## config.mk

```make
export PLATFORM = sky130hd
export DESIGN_NAME = tribus_reader
export DESIGN_NICKNAME = d
export VERILOG_FILES = /design/src/rtl/tribus_pkg.sv /design/src/rtl/tribus_fifo.sv /design/src/rtl/tribus_reader.sv
export SDC_FILE = /design/constraint.sdc
export NUM_CORES = 1
export LEC_CHECK = 0
export ABC_CLOCK_PERIOD_IN_PS = 3700
export CAP_MARGIN = 20
export CORE_AREA = 2 2 88 69
export CTS_CLUSTER_DIAMETER = 60
export DETAILED_ROUTE_END_ITERATION = 10
export DIE_AREA = 0 0 90 71
export DONT_BUFFER_PORTS = 1
export GPL_ROUTABILITY_DRIVEN = 0
export PLACE_DENSITY = 0.69
export SKIP_CTS_REPAIR_TIMING = 1
export SLEW_MARGIN = 20
export SYNTH_ARGS = -nofsm -noshare
export SYNTH_HDL_FRONTEND = slang
export SYNTH_SLANG_ARGS = --single-unit
```

## constraint.sdc

```tcl
create_clock -name clk -period 3.7 [get_ports clk]
set_input_delay 0.185 -clock clk [delete_from_list [all_inputs] [get_ports clk]]
set_output_delay 0.185 -clock clk [all_outputs]
set_load 0.05 [all_outputs]
```

## src/rtl/tribus_pkg.sv

```systemverilog
// Shared types and helpers for the tristate bus reader.
// Holds the FSM state type, bus width and round-robin pick.
package tribus_pkg;

  localparam int BUS_W = 8;

  typedef enum logic [1:0] {
    IDLE,
    GRANT,
    SAMPLE,
    TURN
  } tribus_state_t;

  // start is the first slot examined; callers keep it one past the last winner
  function automatic int rr_pick(
    input logic [7:0] req,
    input logic [2:0] start,
    input int         n
  );
    int   pick;
    int   idx;
    logic found;
    pick  = 0;
    found = 1'b0;
    for (int i = 0; i < 8; i++) begin
      idx = int'(start) + i;
      if (idx >= n) idx -= n;
      if (i < n && !found && req[idx[2:0]]) begin
        pick  = idx;
        found = 1'b1;
      end
    end
    return pick;
  endfunction

endpackage

```

## src/rtl/tribus_fifo.sv

```systemverilog
// Synchronous FIFO for tagged bus bytes.
// Head holds the last popped entry while empty.
module tribus_fifo #(
  parameter int WIDTH = 10,
  parameter int DEPTH = 4
) (
  input  logic             clk,
  input  logic             reset_n,
  input  logic             push,
  input  logic             pop,
  input  logic [WIDTH-1:0] din,
  output logic             full,
  output logic             empty,
  output logic [WIDTH-1:0] head
);

  localparam int AW = $clog2(DEPTH);

  logic [WIDTH-1:0] mem [DEPTH];
  logic [AW-1:0]    wr_ptr;
  logic [AW-1:0]    rd_ptr;
  logic [AW:0]      count;
  logic [WIDTH-1:0] last;
  logic             do_push;
  logic             do_pop;

  assign full    = (count == (AW+1)'(DEPTH));
  assign empty   = (count == '0);
  assign do_push = push && !full;
  assign do_pop  = pop && !empty;
  assign head    = empty ? last : mem[rd_ptr];

  always_ff @(posedge clk) begin
    if (do_push) mem[wr_ptr] <= din;
  end

  always_ff @(posedge clk) begin
    if (!reset_n) begin
      wr_ptr <= '0;
      rd_ptr <= '0;
      count  <= '0;
      last   <= '0;
    end else begin
      if (do_push) wr_ptr <= wr_ptr + 1'b1;
      if (do_pop) begin
        rd_ptr <= rd_ptr + 1'b1;
        last   <= mem[rd_ptr];
      end
      unique case ({do_push, do_pop})
        2'b10:   count <= count + 1'b1;
        2'b01:   count <= count - 1'b1;
        default: count <= count;
      endcase
    end
  end

endmodule

```

## src/rtl/tribus_reader.sv

```systemverilog
// Tristate bus reader: grant, settle, sample, turnaround, FIFO.
// TRIBUS_READER_STATS_EN adds stat_bytes and stat_stall counters.
module tribus_reader
  import tribus_pkg::*;
#(
  parameter int N_DRV = 4,
  parameter int DEPTH = 4,
  localparam int SRC_W = $clog2(N_DRV)
) (
  input  logic             clk,
  input  logic             reset_n,
  input  logic [N_DRV-1:0] req,
  output logic [N_DRV-1:0] en,
  input  logic [BUS_W-1:0] bus,
  output logic             out_valid,
  input  logic             out_ready,
  output logic [BUS_W-1:0] out_data,
  output logic [SRC_W-1:0] out_src,
  output logic             full
`ifdef TRIBUS_READER_STATS_EN
  ,
  output logic [15:0]      stat_bytes,
  output logic [15:0]      stat_stall
`endif
);

  tribus_state_t    state, state_n;
  logic [SRC_W-1:0] g, g_n;
  logic [SRC_W-1:0] ptr, ptr_n;
  logic [N_DRV-1:0] en_n;
  logic [SRC_W-1:0] winner;
  logic             push;
  logic             empty;
  logic [SRC_W+BUS_W-1:0] head;

  assign winner = SRC_W'(rr_pick(8'(req), 3'(ptr), N_DRV));

  always_ff @(posedge clk) begin
    if (!reset_n) begin
      state <= IDLE;
      g     <= '0;
      ptr   <= '0;
      en    <= '0;
    end else begin
      state <= state_n;
      g     <= g_n;
      ptr   <= ptr_n;
      en    <= en_n;
    end
  end

  always_comb begin
    state_n = state;
    g_n     = g;
    ptr_n   = ptr;
    en_n    = '0;
    push    = 1'b0;
    unique case (state)
      IDLE: begin
        if (|req && !full) begin
          g_n          = winner;
          en_n[winner] = 1'b1;
          state_n      = GRANT;
        end
      end
      GRANT: begin
        en_n[g] = 1'b1;
        state_n = SAMPLE;
      end
      SAMPLE: begin
        push    = 1'b1;
        ptr_n   = (g == SRC_W'(N_DRV-1)) ? '0 : g + 1'b1;
        state_n = TURN;
      end
      TURN: begin
        state_n = IDLE;
      end
      default: state_n = IDLE;
    endcase
  end

  tribus_fifo #(
    .WIDTH(SRC_W + BUS_W),
    .DEPTH(DEPTH)
  ) u_fifo (
    .clk    (clk),
    .reset_n(reset_n),
    .push   (push),
    .pop    (out_ready),
    .din    ({g, bus}),
    .full   (full),
    .empty  (empty),
    .head   (head)
  );

  assign out_valid = !empty;
  assign out_data  = head[BUS_W-1:0];
  assign out_src   = head[BUS_W +: SRC_W];

`ifdef TRIBUS_READER_STATS_EN
  always_ff @(posedge clk) begin
    if (!reset_n) begin
      stat_bytes <= '0;
      stat_stall <= '0;
    end else begin
      if (push && stat_bytes != 16'hFFFF)
        stat_bytes <= stat_bytes + 1'b1;
      if (state == IDLE && |req && full && stat_stall != 16'hFFFF)
        stat_stall <= stat_stall + 1'b1;
    end
  end
`endif

endmodule

```

==> Yosys cells after proc, flatten, opt, wreduce, memory -nomap -nowiden <==
Memories as Yosys holds them, arrays and structs flattened. A register that Yosys moved wholly into a read port is not among the register bits.
Index checks and enable logic that the tools add are counted.
{ "totals": {"output_inout_bits": 16, "mem_bits_rw": 40, "memories": 1, "wordCells": 94, "input_bits": 15, "ff_bits": 27} }
{ "classes": {"add_sub_neg": 12, "reduce_logical": 18, "magnitude_cmp": 12, "muxes": 35, "n_eq_ne": 8} }
{ "mem_list": {"columns": ["memory", "words", "word_bits", "rd", "rd_ports_with_merged_regs", "write_ports", "line", "text"], "rows": [
  ["u_fifo.mem", 4, 10, 1, 1, 1, "tribus_fifo.sv:19", "logic [WIDTH-1:0] mem [DEPTH];"]
]} }
{ "op_table": {"columns": ["op", "n"], "rows": [
  ["3-bit by 4-bit less-than comparator with 1-bit output, second input constant", 4],
  ["2-bit 2-to-1 mux", 8],
  ["1-bit binary-select mux with 3-bit select", 4],
  ["1-bit 2-to-1 mux", 12],
  ["3-bit 2-to-1 mux", 4],
  ["10-bit 2-to-1 mux", 1],
  ["3-bit greater-or-equal comparator, second input constant", 3],
  ["3-bit subtractor, second input constant", 3],
  ["2-bit == test, second input constant", 4],
  ["1-bit logical AND", 8],
  ["2-bit one-hot mux with 4 select lines", 1],
  ["4-bit one-hot mux with 2 select lines", 1],
  ["2-bit by 1-bit adder with 2-bit output, second input constant", 3],
  ["2-bit by 2-bit adder with 3-bit output, second input constant", 2],
  ["2-bit by 3-bit less-than comparator with 1-bit output, second input constant", 2],
  ["3-bit one-hot mux with 2 select lines", 1],
  ["1-bit logical NOT", 5],
  ["1-bit demux with 2-bit select", 2],
  ["2-bit by 1-bit == test with 1-bit output, second input constant", 2],
  ["2-bit by 1-bit greater-or-equal comparator with 1-bit output, second input constant", 2],
  ["4-bit 2-to-1 mux", 1],
  ["4-bit OR reduction", 1],
  ["2-bit by 1-bit adder with 3-bit output, second input constant", 1],
  ["3-bit by 1-bit adder with 3-bit output, second input constant", 1],
  ["9 further kinds", 9]
]} }

==> Logic depth before layout (Yosys ltp) <==
{ "logic_depth": {"word_depth": 20, "ltp_mapped": 11, "depth_no_buf": 10} }

==> By module <==
From an unflattened synthesis, not the netlist that was laid out.
{ "hier_totals": {"cells_unflattened": 219, "hier_area_um2": 2969.1} }
{ "by_module_without_submodules": {"columns": ["mod", "instances", "area_per_inst_um2", "cells_each", "seq_area_each_um2"], "rows": [
  ["tribus_fifo", 1, 2374.8, 151, 1581.5],
  ["tribus_reader", 1, 594.3, 68, 200.2]
]} }

==> Worst setup path before layout <==
OpenSTA, ideal clock, no wires.
{ "synth_timing": {"path_kind": "register -> register", "from": "register u_fifo.count[0]", "to": "register u_fifo.count[2]", "stages_incl_launch_ff": 11, "setup_ps": 70, "synth_period_minus_slack_ps": 2303, "n_path_buf": 1, "t_arrival_ps": 2232, "t_required_ps": 3630, "setup_slack_ps": 1397, "path_cell_list": "dfxtp_1 > or3b_1 > buf_6 > and2_2 > inv_1 > ha_1 > inv_1 > fa_1 > xor2_1 > or3_1 > a21oi_1"} }
{ "synth_between": {"elab_chain_cells": 5, "elab_cells_between_ends": 12, "cone_classes": "2 x add/sub; 3 x eq/ne; 1 x mux; 6 x reduce/logical"} }
{ "synth_lines": {"columns": ["element", "line", "text"], "rows": [
  ["from (decl)", "tribus_fifo.sv:22", "logic [AW:0] count;"],
  ["from (signal assigned)", "tribus_fifo.sv:50", "2'b10: count <= count + 1'b1;"],
  ["from (signal assigned)", "tribus_fifo.sv:51", "2'b01: count <= count - 1'b1;"],
  ["from (signal assigned)", "tribus_fifo.sv:52", "default: count <= count;"],
  ["3-bit == test / 3-bit logical NOT (equally long branches)", "tribus_fifo.sv:27, tribus_fifo.sv:28", null],
  ["1-bit logical NOT, on equally long branches", "tribus_fifo.sv:29, tribus_fifo.sv:30", null],
  ["1-bit logical AND, on equally long branches", "tribus_fifo.sv:29, tribus_fifo.sv:30", null],
  ["2-bit by 1-bit == test with 1-bit output / 2-bit == test (equally long branches)", "tribus_fifo.sv:49", "unique case ({do_push, do_pop})"],
  ["3-bit one-hot mux with 2 select lines / 2-bit nonzero test (equally long branches)", null, null]
]} }
Parallel ways exist; a longest one is shown, timed or not.
A chain may end at the register's enable or synchronous reset.

==> Worst setup path after layout <==
{ "layout_timing": {"from": "register u_fifo.count[0]", "to": "register u_fifo.count[2]"} }
{ "layout_between": {"elab_chain_cells": 5, "elab_cells_between_ends": 12, "cone_classes": "2 x add/sub; 3 x eq/ne; 1 x mux; 6 x reduce/logical"} }
{ "layout_lines": {"columns": ["element", "line", "text"], "rows": [
  ["3-bit logical NOT *", "tribus_fifo.sv:28", "assign empty = (count == '0);"],
  ["1-bit logical NOT *", null, null],
  ["via out_valid", "tribus_reader.sv:15", "output logic out_valid,"],
  ["1-bit logical AND *", "tribus_fifo.sv:30", "assign do_pop = pop && !empty;"],
  ["2-bit by 1-bit == test with 1-bit output / 2-bit == test (equally long branches)", "tribus_fifo.sv:49", null],
  ["3-bit one-hot mux with 2 select lines / 2-bit nonzero test (equally long branches)", null, null]
]} }
The timed path passes the listed nets; every way through them passes the cells marked *.

==> results_dict.tcl <==
set metrics [dict create \
    status "complete, but fails checks" \
    violations "negative hold slack" \
    nets 265 \
    end_kind "flip-flop" \
    hold_viol_final 2 \
    num_vias 1675 \
    area_delta_synth_final_pct 12.1 \
    mostFrequentLayoutCells "edfxtp_1 (40), dfxtp_1 (29), nand2_1 (24)" \
    p_clk_frac 0.254 \
    gr-total-overflow 0 \
    critPathKind "flip-flop to flip-flop" \
    post-route-min-period_ns 2.99 \
    grt_pass1_wl_um 8290 \
    fmax_ghz 0.334 \
    drive_gt1_frac 0.195 \
    synth_cells 226 \
    hpwl_um 3230 \
    swShare 0.380 \
    worstPathRequired_ns 3.97 \
    timing.final.crit_share 0.809 \
    max_slew_margin 0.506 \
    tns_ns 0 \
    setup_viol 0 \
    p_seq_frac 0.406 \
    route.detailed.drc 0 \
    grtUsageTotal 0.173 \
    diodes 0 \
    synth_seq_area_share 0.600 \
    cts_tree "yes" \
    hold_path_end "en[1]" \
    numCtsBuffers 9 \
    tightest_slew_ns 0.741 \
    grt_pass1_vias 1639 \
    placementRows 24 \
    fin_skew_ns 0.00493 \
    vias_per_cell 5.25 \
    max_cap_viol_count 0 \
    htreeDepth 3 \
    r2r_cells 9 \
    synth_nets 255 \
    ios 31 \
    switching_power_uw 1000 \
    hold_ws_ns -0.00831 \
    drt_iter0_markers 117 \
    crit_path_start_kind "flip-flop" \
    wl_per_cell_um 15.3 \
    fp.dieArea_mm2 0.00639 \
    coreArea_mm2 0.00559 \
    cts_sinks 69 \
    synth_edf_count 40 \
    hold_depth 2 \
    synth_warnings 0 \
    synth_area_mm2 0.00297 \
    io_buffers 0 \
    insertion_delay_ns 0.34 \
    grt_max_degree 24 \
    worstPathArrival_ns 3.26 \
    holdCritPathClass "primary input to flip-flop" \
    drv_slew 0 \
    leakagePower_uw 0.00118 \
    pwr-share-comb 0.340 \
    reg2reg_slack_ns 0.71 \
    routed_wirelength_um 4890 \
    r2r_start "u_fifo.count[0]" \
    die_h_um 71 \
    die_w_um 90 \
    rr_endpoint "u_fifo.count[2]" \
    syn_avg_cell_area_um2 13.1 \
    peakVddDrop_mv 0.332 \
    cp_max_fo 13 \
    rsz0062_at_grt "false" \
    cts.clk_slew.worst_paths_ns 0.07 \
    p_per_area_mw_per_mm2 790 \
    start_util 0.532 \
    synth_cell_types 37 \
    ys_ff_latch 69 \
    hp-start "reset_n" \
    clockRootBuffer "clkbuf_8" \
    synth-async-reset-ratio 0 \
    ant_nets 0 \
    synth_flop_cell "edfxtp_1" \
    p_int_uw 1630 \
    drt_pass1_iterations 4 \
    antenna_found_initial 0 \
    clockBufferDepth 2 \
    layout_commonest_cell "edfxtp_1" \
]
cells by family (layout without fill, tap and decap cells):
| family | Yosys count | after routing | synth area share |
|---|---|---|---|
| compound gates | 26 | 26 | 0.0523 |
| xor+xnor | 5 | 5 | 0.0148 |
| fa+ha+maj | 14 | 14 | 0.0615 |
| buf+inv | 24 | 39 | 0.0346 |
| flops | 69 | 69 | 0.600 |
| mux | 25 | 25 | 0.131 |
| simple gates | 63 | 63 | 0.106 |
per-stage QoR:
stage               cells  utilization  total power, µW  setup slack [ns]  area, µm²
finish                319        0.596             2630             0.708       3330
global route          319        0.596             2790             0.468       3330
CTS                   310        0.580             2640             0.681       3240
detailed placement    294        0.540             1970             0.721       3020
global placement      294        0.540             1960             0.828       3020
floorplan             226            -             1850              1.40       2970
worst max-delay path, stage by stage, from the launching register on:
cell and delay, ns:
dfxtp_1 0.40, or3_2 0.47, nand2_1 0.34, inv_1 0.40
ha_1 0.26, inv_1 0.06, fa_1 0.38, xor2_1 0.16
or3_1 0.30, a21oi_1 0.13
registers in the layout (all words and copies together), names as in the netlist, named ones only:
register       cells
u_fifo.wr_ptr      2
u_fifo.rd_ptr      2
g                  2
u_fifo.mem        40
u_fifo.count       3
en                 4
u_fifo.last       10
ptr                2
state              2
worst max-delay path by stage:
stage / from / endpoint / slack (ns) / depth (start not counted)
finish: u_fifo.count[0] / u_fifo.count[2] / 0.71 / 9
global route: u_fifo.count[0] / u_fifo.count[2] / 0.47 / 9
CTS: u_fifo.count[0] / u_fifo.count[2] / 0.68 / 9
detailed placement: u_fifo.count[0] / u_fifo.count[2] / 0.72 / 9
global placement: u_fifo.count[0] / u_fifo.count[2] / 0.83 / 9
floorplan: u_fifo.count[0] / u_fifo.count[2] / 1.40 / 10
cell type report:
cell class / count / area (µm²)
clock inverters: 7 / 98.8
multi-input cells: 133 / 1080
well taps: 78 / 97.6
inverters: 14 / 52.6
clock buffers: 9 / 124
repair buffers: 9 / 90.1
fillers: 464 / 2260
flip-flops and latches: 69 / 1780
synth_stat cells, drive strengths merged (2+ instances only):
library cell   n  share of area
a21oi         15          0.025
and3           4          0.010
buf            6          0.012
clkbuf         4         0.0051
dfxtp         29           0.20
edfxtp        40           0.40
ha            13          0.055
inv           14          0.018
mux2          10          0.038
mux2i          5          0.017
mux4          10          0.076
nand2         24          0.030
nand2b         2         0.0042
nand3          5          0.013
nor2          17          0.021
nor3           2         0.0034
o21ai          2         0.0034
o31ai          4          0.010
or3            2         0.0046
or4            2         0.0076
xnor2          2         0.0059
xor2           3         0.0089
routing by layer:
layer	track usage	vias up	routed length (µm)
li1	-	830	-
met3	0.0756	7	241
met2	0.236	37	2050
met5	0	-	0
met1	0.249	801	2530
met4	0.0564	0	62
power groups by stage:
stage / combinational, µW / clock [µW] / sequential [µW]
6_report: 893 / 668 / 1070
5_1_grt: 973 / 729 / 1090
4_1_cts: 886 / 688 / 1070
3_5_place_dp: 878 / 0 / 1090
3_3_place_gp: 874 / 0 / 1080
2_1_floorplan: 804 / 0 / 1040
(Power assumes the default switching activity.)
